$ cat src/rtl/me_pixel_feeder.sv
// Pixel feeder for the ME core: arbitrates cur/ref beat requests onto two byte-wide frame memories
// and packs sequential pixels into wide beats. Optional statistics counters under ME_FEED_STATS_EN.
module me_pixel_feeder #(
  parameter int PIX_W     = 8,
  parameter int CUR_PIX   = 4,
  parameter int REF_PIX   = 8,
  parameter int CUR_AW    = 24,
  parameter int REF_AW    = 26,
  parameter int CUR_DEPTH = 8294400,
  parameter int REF_DEPTH = 23945760,
  parameter int MEM_LAT   = 1
) (
  input  logic                     clk,
  input  logic                     rst,
  input  logic                     need_cur,
  input  logic                     need_ref,
  input  logic                     arb_mode,
  input  logic                     soft_clr,
  output logic                     cur_rd_en,
  output logic [CUR_AW-1:0]        cur_rd_addr,
  input  logic [PIX_W-1:0]         cur_rd_data,
  output logic                     ref_rd_en,
  output logic [REF_AW-1:0]        ref_rd_addr,
  input  logic [PIX_W-1:0]         ref_rd_data,
  output logic [CUR_PIX*PIX_W-1:0] cur_in,
  output logic                     cur_vld,
  output logic [REF_PIX*PIX_W-1:0] ref_in,
  output logic                     ref_vld,
  output logic                     cur_wrap,
  output logic                     ref_wrap
`ifdef ME_FEED_STATS_EN
  ,
  output logic [31:0]              stat_cur_beats,
  output logic [31:0]              stat_ref_beats,
  output logic [31:0]              stat_stall
`endif
);

  localparam int MAX_PIX = (CUR_PIX > REF_PIX) ? CUR_PIX : REF_PIX;
  localparam int CNT_W   = $clog2(MAX_PIX + 1);
  localparam int CUR_W   = CUR_PIX * PIX_W;
  localparam int REF_W   = REF_PIX * PIX_W;
  localparam int PACK_W  = MAX_PIX * PIX_W;

  typedef enum logic [1:0] {IDLE, CUR_BURST, REF_BURST, DRAIN} state_e;
  typedef enum logic {CH_CUR = 1'b0, CH_REF = 1'b1} chan_e;

  state_e              state_q, state_d;
  chan_e               chan_q, chan_d, rr_q, rr_d;
  logic [CNT_W-1:0]    cnt_q, cnt_d, cap_q, cap_d, last_cap;
  logic [MEM_LAT-1:0]  tag_q, tag_d;
  logic [CUR_AW-1:0]   cur_addr_q, cur_addr_d;
  logic [REF_AW-1:0]   ref_addr_q, ref_addr_d;
  logic                cur_wpend_q, cur_wpend_d, ref_wpend_q, ref_wpend_d;
  logic                clr_pend_q, clr_pend_d;
  logic [PACK_W-1:0]   pack_q, pack_d;
  logic [CUR_W-1:0]    cur_in_q, cur_in_d;
  logic [REF_W-1:0]    ref_in_q, ref_in_d;
  logic                cur_vld_q, cur_vld_d, ref_vld_q, ref_vld_d;
  logic [PIX_W-1:0]    rd_data;
  logic                done, clr_now;

  assign cur_rd_en   = (state_q == CUR_BURST);
  assign ref_rd_en   = (state_q == REF_BURST);
  assign cur_rd_addr = cur_addr_q;
  assign ref_rd_addr = ref_addr_q;
  // A wrap is flagged on the first strobe after the counter rolled over, not on every address 0.
  assign cur_wrap    = cur_rd_en & cur_wpend_q;
  assign ref_wrap    = ref_rd_en & ref_wpend_q;
  assign cur_in      = cur_in_q;
  assign ref_in      = ref_in_q;
  assign cur_vld     = cur_vld_q;
  assign ref_vld     = ref_vld_q;

  always_comb begin
    // NOTE: every always_comb target gets a default first so no path can infer a latch.
    state_d     = state_q;
    chan_d      = chan_q;
    rr_d        = rr_q;
    cnt_d       = cnt_q;
    cap_d       = cap_q;
    tag_d       = MEM_LAT'({tag_q, cur_rd_en | ref_rd_en});
    cur_addr_d  = cur_addr_q;
    ref_addr_d  = ref_addr_q;
    cur_wpend_d = cur_wpend_q;
    ref_wpend_d = ref_wpend_q;
    clr_pend_d  = clr_pend_q;
    pack_d      = pack_q;
    cur_in_d    = cur_in_q;
    ref_in_d    = ref_in_q;
    cur_vld_d   = 1'b0;
    ref_vld_d   = 1'b0;
    rd_data     = (chan_q == CH_REF) ? ref_rd_data : cur_rd_data;
    last_cap    = (chan_q == CH_REF) ? CNT_W'(REF_PIX - 1) : CNT_W'(CUR_PIX - 1);

    // Returning data is tagged by the delayed strobe, so capture is independent of FSM state.
    if (tag_q[MEM_LAT-1]) begin
      pack_d[int'(cap_q)*PIX_W +: PIX_W] = rd_data;
      cap_d = cap_q + 1'b1;
    end
    done = (state_q == DRAIN) && tag_q[MEM_LAT-1] && (cap_q == last_cap);

    if (soft_clr && state_q != IDLE) clr_pend_d = 1'b1;

    case (state_q)
      IDLE: begin
        if (need_cur && (!need_ref || !arb_mode || rr_q == CH_CUR)) begin
          state_d = CUR_BURST;
          chan_d  = CH_CUR;
        end else if (need_ref) begin
          state_d = REF_BURST;
          chan_d  = CH_REF;
        end
      end
      CUR_BURST: begin
        cur_wpend_d = 1'b0;
        if (cur_addr_q == CUR_AW'(CUR_DEPTH - 1)) begin
          cur_addr_d  = '0;
          cur_wpend_d = 1'b1;
        end else begin
          cur_addr_d = cur_addr_q + 1'b1;
        end
        cnt_d = cnt_q + 1'b1;
        if (cnt_q == CNT_W'(CUR_PIX - 1)) begin
          state_d = DRAIN;
          cnt_d   = '0;
        end
      end
      REF_BURST: begin
        ref_wpend_d = 1'b0;
        if (ref_addr_q == REF_AW'(REF_DEPTH - 1)) begin
          ref_addr_d  = '0;
          ref_wpend_d = 1'b1;
        end else begin
          ref_addr_d = ref_addr_q + 1'b1;
        end
        cnt_d = cnt_q + 1'b1;
        if (cnt_q == CNT_W'(REF_PIX - 1)) begin
          state_d = DRAIN;
          cnt_d   = '0;
        end
      end
      DRAIN: begin
        if (done) begin
          state_d = IDLE;
          cap_d   = '0;
          rr_d    = (chan_q == CH_CUR) ? CH_REF : CH_CUR;
          if (chan_q == CH_CUR) begin
            cur_in_d  = pack_d[CUR_W-1:0];
            cur_vld_d = 1'b1;
          end else begin
            ref_in_d  = pack_d[REF_W-1:0];
            ref_vld_d = 1'b1;
          end
        end
      end
      default: state_d = IDLE;
    endcase

    // Clears land between bursts only, so an in-flight burst keeps its original addresses.
    clr_now = (state_q == IDLE && soft_clr) || (done && (clr_pend_q || soft_clr));
    if (clr_now) begin
      cur_addr_d  = '0;
      ref_addr_d  = '0;
      cur_wpend_d = 1'b0;
      ref_wpend_d = 1'b0;
      clr_pend_d  = 1'b0;
    end
  end

  // NOTE: state is updated with non-blocking assignments so every flop samples pre-edge values.
  always_ff @(posedge clk or posedge rst) begin
    if (rst) begin
      state_q     <= IDLE;
      chan_q      <= CH_CUR;
      rr_q        <= CH_CUR;
      cnt_q       <= '0;
      cap_q       <= '0;
      tag_q       <= '0;
      cur_addr_q  <= '0;
      ref_addr_q  <= '0;
      cur_wpend_q <= 1'b0;
      ref_wpend_q <= 1'b0;
      clr_pend_q  <= 1'b0;
      // NOTE: the pack register is small, so it is reset like any other flop rather than left as storage.
      pack_q      <= '0;
      cur_in_q    <= '0;
      ref_in_q    <= '0;
      cur_vld_q   <= 1'b0;
      ref_vld_q   <= 1'b0;
    end else begin
      state_q     <= state_d;
      chan_q      <= chan_d;
      rr_q        <= rr_d;
      cnt_q       <= cnt_d;
      cap_q       <= cap_d;
      tag_q       <= tag_d;
      cur_addr_q  <= cur_addr_d;
      ref_addr_q  <= ref_addr_d;
      cur_wpend_q <= cur_wpend_d;
      ref_wpend_q <= ref_wpend_d;
      clr_pend_q  <= clr_pend_d;
      pack_q      <= pack_d;
      cur_in_q    <= cur_in_d;
      ref_in_q    <= ref_in_d;
      cur_vld_q   <= cur_vld_d;
      ref_vld_q   <= ref_vld_d;
    end
  end

`ifdef ME_FEED_STATS_EN
  logic [31:0] st_cur_q, st_cur_d, st_ref_q, st_ref_d, st_stall_q, st_stall_d;

  always_comb begin
    st_cur_d   = st_cur_q;
    st_ref_d   = st_ref_q;
    st_stall_d = st_stall_q;
    if (cur_vld_q && st_cur_q != '1) st_cur_d = st_cur_q + 1'b1;
    if (ref_vld_q && st_ref_q != '1) st_ref_d = st_ref_q + 1'b1;
    if ((need_cur || need_ref) && state_q != IDLE && st_stall_q != '1) st_stall_d = st_stall_q + 1'b1;
  end

  always_ff @(posedge clk or posedge rst) begin
    if (rst) begin
      st_cur_q   <= '0;
      st_ref_q   <= '0;
      st_stall_q <= '0;
    end else begin
      st_cur_q   <= st_cur_d;
      st_ref_q   <= st_ref_d;
      st_stall_q <= st_stall_d;
    end
  end

  assign stat_cur_beats = st_cur_q;
  assign stat_ref_beats = st_ref_q;
  assign stat_stall     = st_stall_q;
`endif

endmodule

$ cat config.mk
export PLATFORM = sky130hd
export DESIGN_NAME = me_pixel_feeder
export DESIGN_NICKNAME = d
export VERILOG_FILES = /design/src/rtl/me_pixel_feeder.sv
export SDC_FILE = /design/constraint.sdc
export NUM_CORES = 1
export LEC_CHECK = 0
export CAP_MARGIN = 20
export CORE_MARGIN = 5
export CORE_UTILIZATION = 57
export DETAILED_ROUTE_END_ITERATION = 16
export GPL_TIMING_DRIVEN = 0
export PLACE_DENSITY = 0.84
export SETUP_SLACK_MARGIN = 0.5
export SLEW_MARGIN = 20
export SYNTH_ARGS = -nofsm -noshare
export SYNTH_HDL_FRONTEND = slang
export SYNTH_SLANG_ARGS = --single-unit
$ cat constraint.sdc
create_clock -name clk -period 12.5 [get_ports clk]
set_input_delay 3.125 -clock clk [delete_from_list [all_inputs] [get_ports clk]]
set_output_delay 3.125 -clock clk [all_outputs]
set_load 0.02 [all_outputs]
==> Yosys cells after proc, flatten, opt, wreduce, memory -nomap -nowiden <==
Index checks and enable logic that the tools add are counted.
{ "word_totals": {"register_bits": 228, "in_bits": 22, "output_inout_bits": 152} }
{ "classes": {"n_addsub": 5, "n_eq_ne": 12, "n_shift": 2, "mux": 38, "bitwise_logic": 5, "n_reduce_logical": 24} }
{ "ops": {"columns": ["cell", "n"], "rows": [
  ["$mux 26", 3],
  ["$mux 24", 3],
  ["$bwmux 64", 1],
  ["$mux 64", 1],
  ["$shift 8x33->64 const A", 1],
  ["$shiftx 8x33->64", 1],
  ["$neg 7->33", 1],
  ["$add 26x1->26 const B", 1],
  ["$eq 26x25->1 const B", 1],
  ["$add 24x1->24 const B", 1],
  ["$eq 24x23->1 const B", 1],
  ["$mux 4", 5],
  ["$mux 1", 16],
  ["$reduce_bool 2->1", 6],
  ["$mux 2", 5],
  ["$add 4x1->4 const B", 2],
  ["$mux 8", 1],
  ["$pmux 2 s4", 1],
  ["$pmux 4 s2", 1],
  ["$logic_and 1x1->1", 6],
  ["$reduce_and 3->1", 2],
  ["$eq 2x2->1 const B", 2],
  ["$eq 4x2->1 const B", 1],
  ["$eq 4x3->1", 1],
  ["14 further kinds", 22]
]} }

==> Logic depth before layout (Yosys ltp) <==
{ "logic_depth": {"depth_word": 6, "mapped_depth": 10, "ltp_nobuf": 7} }

==> Worst setup path after synthesis <==
No wires, ideal clock.
{ "synth_timing": {"kind": "register to output", "startpoint": "register state_q[0]", "endpoint": "output ref_wrap", "arrival_time_ns": 1.411, "path_slack_ns": 7.964, "stages_incl_launch_ff": 5, "path_buffers": 1, "cell_sequence": "dfrtp_1 -> inv_1 -> ha_1 -> buf_1 -> and2_1"} }
{ "synth_via": {"elab_chain_cells": 2} }
{ "synth_rtl": {"columns": ["element", "line_no", "rtl"], "rows": [
  ["start, declared", "48", "state_e state_q, state_d;"],
  ["start signal, assigned", "192", "state_q <= state_d;"],
  ["$eq 2x2->1", "64", "assign ref_rd_en = (state_q == REF_BURST);"],
  ["named net ref_rd_en", "22", "output logic ref_rd_en,"],
  ["$and 1x1->1", "69", "assign ref_wrap = ref_rd_en & ref_wpend_q;"],
  ["end, declared", "30", "output logic ref_wrap"]
]} }
The timed path passes the listed nets, and every way through them passes these cells.

==> Final worst setup path <==
{ "layout_timing": {"startpoint": "register state_q[0]", "endpoint": "output ref_wrap"} }
{ "layout_via": {"elab_chain_cells": 2} }
{ "layout_rtl": {"columns": ["element", "line_no"], "rows": [
  ["$eq 2x2->1", "64"],
  ["$and 1x1->1", "69"]
]} }
No other way between the ends.

==> run metrics <==
outcome=completed; Final WS setup=about 6800 ps; Max Fclk=approximately 0.18 GHz; Detail Placement HPWL=17700 µm; clk buf depth=3; WS Path Type=reg -> out; full die area=around 0.020 mm²; Cell Area, Placed=approximately 0.012 mm²; Post-DRT Antenna Nets=0; routed vias/inst=between 5 and 6; post-synthesis mux area share=0.0928; initial antenna violation count=0; cell row count=48; Wirelength per Cell=about 19 µm; 1st-pass router iterations=5; Final Hold Vio Count=0; final net count=1155; yosys warns=0; Initial Util=0.577; register bit count reported by yosys=approximately 230; reg-to-reg startpoint=cap_q[0]; P&R area growth vs syn=28.3%; skew final=roughly 18 ps; post-synth top area share=0.573; port bufs=173; syn_nets=around 950; RSZ-0062 raised after global routing=false; die height=between 100 and 150 µm; Setup crit start kind=flop; CTS Hold Buffers Added=0; Filler cells=~1200; post-synthesis xor/xnor area fraction=0.0290; synthesized cell area=slightly below 0.01 mm²; Worst-Skew Late Latency=approximately 520 ps; adder and majority gate portion of the synthesized area=0.0176; cells after synthesis=approximately 900; cts repair resizes=0; VDD IR-drop max=~120 µV; Tot Pwr=approximately 1.5 mW; Max stage delay on crit path=610 ps; largest family of logic cells by synthesized area=simple AND/OR/NAND/NOR gates; worst hold path type=reg -> reg; EDFF count, synth=0; syn avg cell area=approximately 11 µm²; Total Routing Usage GR=0.255; DRT iter0 DRCs=546; vias post-DR=7867; dpl ws=between 7000 and 8000 ps; critical path capture point type=primary output; Root Buffer=clkbuf_16; share of layout cells above drive strength 1=0.108; Slew @ Worst Pin=1110 ps; CP Cell Sequence=inv_1, ha_1, buf_1, and2_1, clkdlybuf4s50_1; crit path max fanout=10; Placer Congestion=around 0.87; CTS tree=done; setup bufs post-CTS=0; R2R Path End=ref_in[7]; fraction of the mapped netlist area in simple logic gates=0.155; Synth area leader=dfrtp_1; crit path DAT=~2600 ps; final number of setup-violating endpoints=0; CTS buffer count=24; Min-Delay Endpoint=ref_in[2]; Max Slew Vio Count=0; async set-reset flop share out of synthesis=1.00; final instance area=between 0.01 and 0.015 mm²; Reg area=around 0.0057 mm²; most frequent cells after synthesis=dfrtp_1, nand2_1, o21ai_0; top-level port count=between 150 and 200; MaxCap Viol Count=0; Final Cycle Share=0.456; Lkg Pwr=around 5.8 nW; number of global-route vias before repair=~7800; hold depth=2; hold path start=ref_in[2]; remaining global-route overflow=0; Crit path required time=9380 ps; Worst Reg-to-Reg Cells=8; Pwr Density=118 mW/mm²; die width=about 140 µm; top_reg_cell synth=dfrtp_1; H-tree Lvls=1; top cells by area, synth=dfrtp_1, mux2_2, o21ai_0; clock-pin slew on the worst setup and hold paths=60 ps; # diodes=0; Synth cell types=56; Period minus WS final=5700 ps; compound-cell area share of the yosys netlist=0.0947; core area=about 0.017 mm²; largest net degree at the start of global routing=about 100; top-count cell post-synth=dfrtp_1; DRT Wirelength=approximately 26000 µm; register area share after synthesis=0.573; relative slew slack=0.238; Clock Sinks=around 230; multi-input logic area=0.00388 mm²; Remaining DRCs=0; setup TNS=0 ps; CP max-delay cell=clkdlybuf4s50_1; R2R Setup Slk=9270 ps; first-pass GRT wire length=roughly 42000 µm
-- registers in the layout, summed over array words and instances (netlist names) --
register and flops:
cur_vld 1, cur_wpend_q 1, cap_q 4, ref_in 64
cnt_q 4, ref_vld 1, rr_q 1, state_q 2
clr_pend_q 1, tag_q 1, cur_in 32, ref_rd_addr 26
pack_q 64, cur_rd_addr 24, chan_q 1, ref_wpend_q 1
-- layer usage --
layer  track usage  wire [µm]  vias up
met2         0.428      12600      296
met5             0          0        -
li1              -          -     3614
met3        0.0565       1990       40
met1         0.346      10700     3917
met4        0.0520        439        0
-- report_power, final --
part	internal [mW]	switching, mW	leakage [nW]
clock	0.394	0.284	0.355
combinational	0.0241	0.0413	2.76
sequential	0.748	0.0101	2.67
-- critical path: cells and delay by family, from the launching register on --
family                     cells  cell delay (ps)
adders and majority gates      1              300
buffers and inverters          3             1150
DFF                            1              410
and+or+nand+nor                1              210
-- layout by cell type (no fill, tap or decap), types with 13 or more instances in the layout --
master / instances
or3_1: 20
inv_1: 46
a21oi_1: 43
nand3_1: 28
o31ai_1: 13
xor2_1: 13
clkdlybuf4s50_1: 173
dfrtp_1: 228
mux2_2: 58
nor2_1: 74
o21ai_0: 83
ha_1: 14
mux2i_1: 27
nand2_1: 98
nand4_1: 24
clkbuf_1: 33
xnor2_1: 15
buf_2: 14
clkbuf_16: 24
-- kinds of logic (layout without fill, tap and decap cells) --
group / after synthesis / after routing
AOI/OAI and AO/OA: 160 / 160
and+or+nand+nor: 312 / 312
muxes: 85 / 85
xor gates and xnor gates: 30 / 30
buffers and inverters: 89 / 305
adders and majority gates: 14 / 14
DFF: 228 / 228
-- cell type report --
type / count / share of cell area
tap: 225 / 0.0221
clock buffer: 38 / 0.0535
timing repair buffer: 175 / 0.140
buffer: 40 / 0.0144
clock inverter: 3 / 0.00431
sequential: 228 / 0.447
multi-input combinational: 601 / 0.304
inverter: 49 / 0.0150
-- how the worst max path moves through the flow --
stage                   start         end  slack [ps]  cells past startpoint
6_report           state_q[0]    ref_wrap        6800                      5
4_1_cts            state_q[0]    ref_wrap        6800                      5
3_5_place_dp   ref_rd_data[3]  ref_in[51]        7210                      5
3_3_place_gp              rst  ref_in[46]         490                      2
2_1_floorplan             rst    cap_q[0]        3130                      1
5_1_grt            state_q[0]    ref_wrap        6710                      5
-- stage by stage --
| step | instances | utilization | hold WS (ps) |
|---|---|---|---|
| after CTS | 1359 | 0.740 | 480 |
| after global routing | 1359 | 0.740 | 506 |
| after detailed placement | 1318 | 0.698 | 468 |
| final | 1359 | 0.740 | 473 |
| after floorplan | 918 | - | 440 |
| after global placement | 1316 | 0.694 | 455 |
Note: power is estimated with default switching activity, not from simulation.
